File: src/rtl/mul35_issue_pacer_if.sv
// mul35_issue_pacer_if: operand-pair stream in, issue strobe and operands out to the 35x35 multiplier.
interface mul35_issue_pacer_if;
   logic        i_valid;
   logic        o_ready;
   logic [34:0] i_a;
   logic [34:0] i_b;
   logic        o_en;
   logic [34:0] o_a;
   logic [34:0] o_b;
   modport master (output i_valid, i_a, i_b, input o_ready, o_en, o_a, o_b);
   modport slave (input i_valid, i_a, i_b, output o_ready, o_en, o_a, o_b);
endinterface

File: src/rtl/mul35_issue_pacer.sv
// mul35_issue_pacer: FIFO-buffered feeder issuing operand pairs at least ISSUE_GAP cycles apart.
// Define MUL35_PACER_LEVEL_EN to add o_level/o_hwm occupancy outputs.
module mul35_issue_pacer #(
   parameter int ADDR_W    = 3,
   parameter int ISSUE_GAP = 4
) (
   input  logic                i_clk,
   input  logic                i_rst,
   mul35_issue_pacer_if.slave  s
`ifdef MUL35_PACER_LEVEL_EN
   ,
   output logic [ADDR_W:0]     o_level,
   output logic [ADDR_W:0]     o_hwm
`endif
);
   localparam int DEPTH = 1 << ADDR_W;
   localparam logic [3:0] GAP_M1 = 4'(ISSUE_GAP - 1);
   logic [69:0]       mem [DEPTH];
   logic [ADDR_W-1:0] wr_ptr;
   logic [ADDR_W-1:0] rd_ptr;
   logic [ADDR_W:0]   count;
   logic [ADDR_W:0]   count_nxt;
   logic [3:0]        gap_cnt;
   logic              push;
   logic              pop;
   // ready depends only on registered state, never on i_valid
   always_comb begin
      s.o_ready = !i_rst && (count != (ADDR_W+1)'(DEPTH));
      push      = s.i_valid && s.o_ready;
      pop       = (count != '0) && (gap_cnt == '0);
      count_nxt = count + (ADDR_W+1)'(push) - (ADDR_W+1)'(pop);
   end
   always_ff @(posedge i_clk)
      if (push) mem[wr_ptr] <= {s.i_a, s.i_b};
   always_ff @(posedge i_clk or posedge i_rst)
      if (i_rst) begin
         wr_ptr  <= '0;
         rd_ptr  <= '0;
         count   <= '0;
         gap_cnt <= '0;
         s.o_en  <= 1'b0;
         s.o_a   <= '0;
         s.o_b   <= '0;
      end else begin
         wr_ptr  <= wr_ptr + ADDR_W'(push);
         rd_ptr  <= rd_ptr + ADDR_W'(pop);
         count   <= count_nxt;
         gap_cnt <= pop ? GAP_M1 : gap_cnt - 4'(gap_cnt != '0);
         s.o_en  <= pop;
         if (pop) begin
            s.o_a <= mem[rd_ptr][69:35];
            s.o_b <= mem[rd_ptr][34:0];
         end
      end
`ifdef MUL35_PACER_LEVEL_EN
   always_ff @(posedge i_clk or posedge i_rst)
      if (i_rst) begin
         o_level <= '0;
         o_hwm   <= '0;
      end else begin
         o_level <= count_nxt;
         o_hwm   <= (count_nxt > o_hwm) ? count_nxt : o_hwm;
      end
`endif
endmodule

File: src/flat_wrapper.sv
// flat-port wrapper written by rule: the top's interface ports become plain ports
module mul35_issue_pacer_flat 
#(
   parameter int ADDR_W    = 3,
   parameter int ISSUE_GAP = 4
)
  (i_clk, i_rst, s_i_valid, s_i_a, s_i_b, s_o_ready, s_o_en, s_o_a, s_o_b);
  mul35_issue_pacer_if s_i ();
  input  logic i_clk;
  input  logic i_rst;
  input wire logic [$bits(s_i.i_valid)-1:0] s_i_valid;
  input wire logic [$bits(s_i.i_a)-1:0] s_i_a;
  input wire logic [$bits(s_i.i_b)-1:0] s_i_b;
  output wire logic [$bits(s_i.o_ready)-1:0] s_o_ready;
  output wire logic [$bits(s_i.o_en)-1:0] s_o_en;
  output wire logic [$bits(s_i.o_a)-1:0] s_o_a;
  output wire logic [$bits(s_i.o_b)-1:0] s_o_b;
  assign s_i.i_valid = s_i_valid;
  assign s_i.i_a = s_i_a;
  assign s_i.i_b = s_i_b;
  assign s_o_ready = s_i.o_ready;
  assign s_o_en = s_i.o_en;
  assign s_o_a = s_i.o_a;
  assign s_o_b = s_i.o_b;
  mul35_issue_pacer #(.ADDR_W(ADDR_W), .ISSUE_GAP(ISSUE_GAP)) u_core (.i_clk(i_clk), .i_rst(i_rst), .s(s_i));
endmodule
File: config.mk
export PLATFORM = sky130hd
export DESIGN_NAME = mul35_issue_pacer_flat
export DESIGN_NICKNAME = d
export VERILOG_FILES = /design/src/rtl/mul35_issue_pacer_if.sv /design/src/rtl/mul35_issue_pacer.sv /design/src/flat_wrapper.sv
export SDC_FILE = /design/constraint.sdc
export NUM_CORES = 1
export LEC_CHECK = 0
export ABC_AREA = 1
export BUFFER_PORTS_ARGS = -buffer_cell sky130_fd_sc_hd__buf_2
export CAP_MARGIN = 20
export CELL_PAD_IN_SITES_DETAIL_PLACEMENT = 2
export CELL_PAD_IN_SITES_GLOBAL_PLACEMENT = 2
export CORE_MARGIN = 2
export CORE_UTILIZATION = 42
export CTS_BUF_LIST = sky130_fd_sc_hd__clkbuf_8
export DETAILED_ROUTE_END_ITERATION = 10
export PLACE_DENSITY = 0.94
export SKIP_LAST_GASP = 1
export SYNTH_ARGS = -nofsm -noshare
export SYNTH_HDL_FRONTEND = slang
export SYNTH_SLANG_ARGS = --single-unit
File: constraint.sdc
create_clock -name i_clk -period 10.8 [get_ports i_clk]
set_input_delay 1.62 -clock i_clk [delete_from_list [all_inputs] [get_ports i_clk]]
set_output_delay 1.62 -clock i_clk [all_outputs]
set_load 0.03 [all_outputs]
==> flow_metrics.tcl <==
set metrics [dict create \
    status "finished clean" \
    drive_gt1_share_pct 11.7 \
    slew_headroom_pct 20.3 \
    required_ns 9.18 \
    avgRoutedWirePerCell_um 30.4 \
    die_w_um 257 \
    clkPwrFrac_pct 26.2 \
    hold_buffers 0 \
    period_needed_ns 3.86 \
    ant_nets 0 \
    synth_simple_gate_area_share_pct 20.1 \
    clock-sinks 645 \
    hp-class "flip-flop to flip-flop" \
    cap_violations 0 \
    min_from "u_core.s.o_b[6]" \
    core_area_sq_um 63100 \
    synth_area_leaders "edfxtp_1 63%, nand2_1 12%, dfrtp_1 7.9%" \
    drt_iter0_drc 2095 \
    die_y_um 257 \
    ioPinCount 145 \
    power_density_nw_per_um2 275 \
    cts_buffers 108 \
    synth-seq-cells 645 \
    hold_slack_ns 0.477 \
    yosys-top-cells-count "852 x nand2_1, 560 x edfxtp_1, 432 x inv_1" \
    route.vias.total 20521 \
    post_synth.cell_area_avg_sq_um 10.7 \
    syn_to_final_growth_pct 13.2 \
    synth-compound-area-share_pct 0.117 \
    antenna_found_initial 12 \
    cts_buffer_depth 3 \
    rsz0062_at_grt "no" \
    io_buffers 144 \
    comb_power_share_pct 34.6 \
    crit_fanout 2 \
    yosys.area.top_type "edfxtp_1" \
    yosysSeqAreaShare_pct 70.7 \
    r2r-end "u_core.s.o_a[10]" \
    fill_cells 6500 \
    drt_wl_total_mm 110 \
    grt_pass1_wl_mm 161 \
    p_int_mw 4.74 \
    cts_setup_buffers 0 \
    instances_no_fill 3622 \
    yosys_warnings 0 \
    setup_violations 0 \
    power.switching_mw 3.61 \
    synthMuxAreaShare_pct 0 \
    worst_pin_slew_ns 1.19 \
    synth_top_family_by_area "simple AND/OR/NAND/NOR gates" \
    dp.cells 3408 \
    clock-root-buffer "clkbuf_8" \
    grt_pass1_vias 23292 \
    fin_ws_ns 6.94 \
    cts_tree "built" \
    routed-wl-met2_mm 56.0 \
    max_freq_mhz 259 \
    netSwitchingFraction_pct 43.2 \
    synth_top_area_share_pct 62.7 \
    drt_first_pass_iters 6 \
    seq_power_share_pct 39.2 \
    syn_inst 2515 \
    start_kind "input port" \
    gp_congestion 0.732 \
    cp-end-kind "primary output" \
    synth_edf_count 560 \
    start_util_pct 42.5 \
    top_layer "met5" \
    h-tree-depth 3 \
    slew_violations 0 \
    viasPerCell 5.67 \
    grt_overflow 0 \
    arrival_ns 2.24 \
    vdd_drop_max_mv 0.129 \
    r2r_cells 6 \
    r2r_start "u_core.rd_ptr[1]" \
    worst_hold_path.endpoint "u_core.s.o_b[6]" \
    post_cts_resized 0 \
    num_rows 92 \
    yosysUniqueCellTypes 21 \
    route.detailed.drc 0 \
    ys_async_sr_fraction_pct 13.2 \
    hold_viol_final 0 \
    wl_met1_mm 42.0 \
    period_share_pct 35.8 \
    whs_path_depth 2 \
    placed_area_sq_um 28200 \
    nets 2759 \
    grt_max_degree 187 \
    r2r_slack_ns 7.30 \
    dp_slack_ns 6.54 \
    dieArea_sq_um 65900 \
    synthFlopType "edfxtp_1" \
    fin_worst_skew_ns 0.0524 \
    setup_tns_ns 0 \
    clkLatencyLatePin_ns 0.76 \
    netlist_area_sq_um 26800 \
    syn_nets 2599 \
    clk_pin_slew_worst_paths_ns 0.06 \
    p_leak_nw 13.6 \
    path_class "input port to primary output" \
    synth-xor-area-share_pct 0.163 \
    fin_area_sq_um 30300 \
    synth_fa_ha_area_share_pct 0.542 \
    track_usage_pct 33.0 \
    yosysMostFrequentCell "nand2_1" \
    dp_hpwl_mm 54.5 \
    wl_met3_mm 7.23 \
]
## worst max-delay path by stage
stage                from           endpoint  slack, ns
floorplan           i_rst   u_core.mem[6][0]       2.94
global placement    i_rst  u_core.mem[2][18]       6.79
detailed placement  i_rst  u_core.mem[2][39]       6.54
CTS                 i_rst          s_o_ready       6.95
global route        i_rst          s_o_ready       6.93
finish              i_rst          s_o_ready       6.94
## state kept, by name, indices dropped and copies added (netlist names)
register	cells
u_core.count	4
u_core.gap_cnt	4
u_core.mem	560
u_core.rd_ptr	3
u_core.s.o_a	35
u_core.s.o_b	35
u_core.s.o_en	1
u_core.wr_ptr	3
## cells in the final DEF (no fill, tap or decap), types with 8 or more instances in the layout
cell type and instances:
ha_1 10, nand2_1 852, diode_2 8, clkinv_1 14, edfxtp_1 560, nand3_1 421, buf_4 27, clkinv_2 8
inv_1 490, nor3_2 8, buf_2 144, dfrtp_1 82, clkbuf_8 117
## cell type report
| class | count | area [sq um] | share of cell area, % |
|---|---|---|---|
| tap | 846 | 1060 | 3.49 |
| multi-input combinational | 1311 | 5660 | 18.7 |
| clock buffer | 117 | 1610 | 5.31 |
| antenna | 8 | 20.0 | 0.0660 |
| clock inverter | 86 | 378 | 1.25 |
| timing repair buffer | 174 | 1010 | 3.32 |
| inverter | 435 | 1650 | 5.43 |
| sequential | 645 | 19000 | 62.5 |
## critical path: stages
cell,delay (ns)
buf_2,0.13
a21oi_1,0.24
buf_2,0.25
## power groups by stage
stage | clock, mW | sequential, mW | combinational (mW)
after floorplan | 0 | 3.45 | 1.53
after global placement | 0 | 3.25 | 2.33
after detailed placement | 0 | 3.29 | 2.63
after CTS | 2.19 | 3.27 | 2.83
after global routing | 2.31 | 3.29 | 3.07
final | 2.19 | 3.28 | 2.89
## cell families (layout without fill, tap and decap cells)
logic type | count (synthesis) | in the layout
xor+xnor | 5 | 5
buf+inv | 559 | 812
flops | 645 | 645
compound gates | 5 | 5
simple gates | 1290 | 1290
other cells | 0 | 8
fa+ha+maj | 11 | 11
## through the flow
step / power (mW) / utilization, %
6_report: 8.36 / 48.1
3_5_place_dp: 5.92 / 44.8
4_1_cts: 8.29 / 47.9
5_1_grt: 8.67 / 48.1
2_1_floorplan: 4.98 / -
3_3_place_gp: 5.58 / 44.8
## layer usage
metal,up-vias,track usage [%]
li1,8428,-
met1,10676,39.5
met2,1102,56.9
met3,309,6.14
met4,6,17.1
met5,-,0
Note: power is estimated with default switching activity, not from simulation.
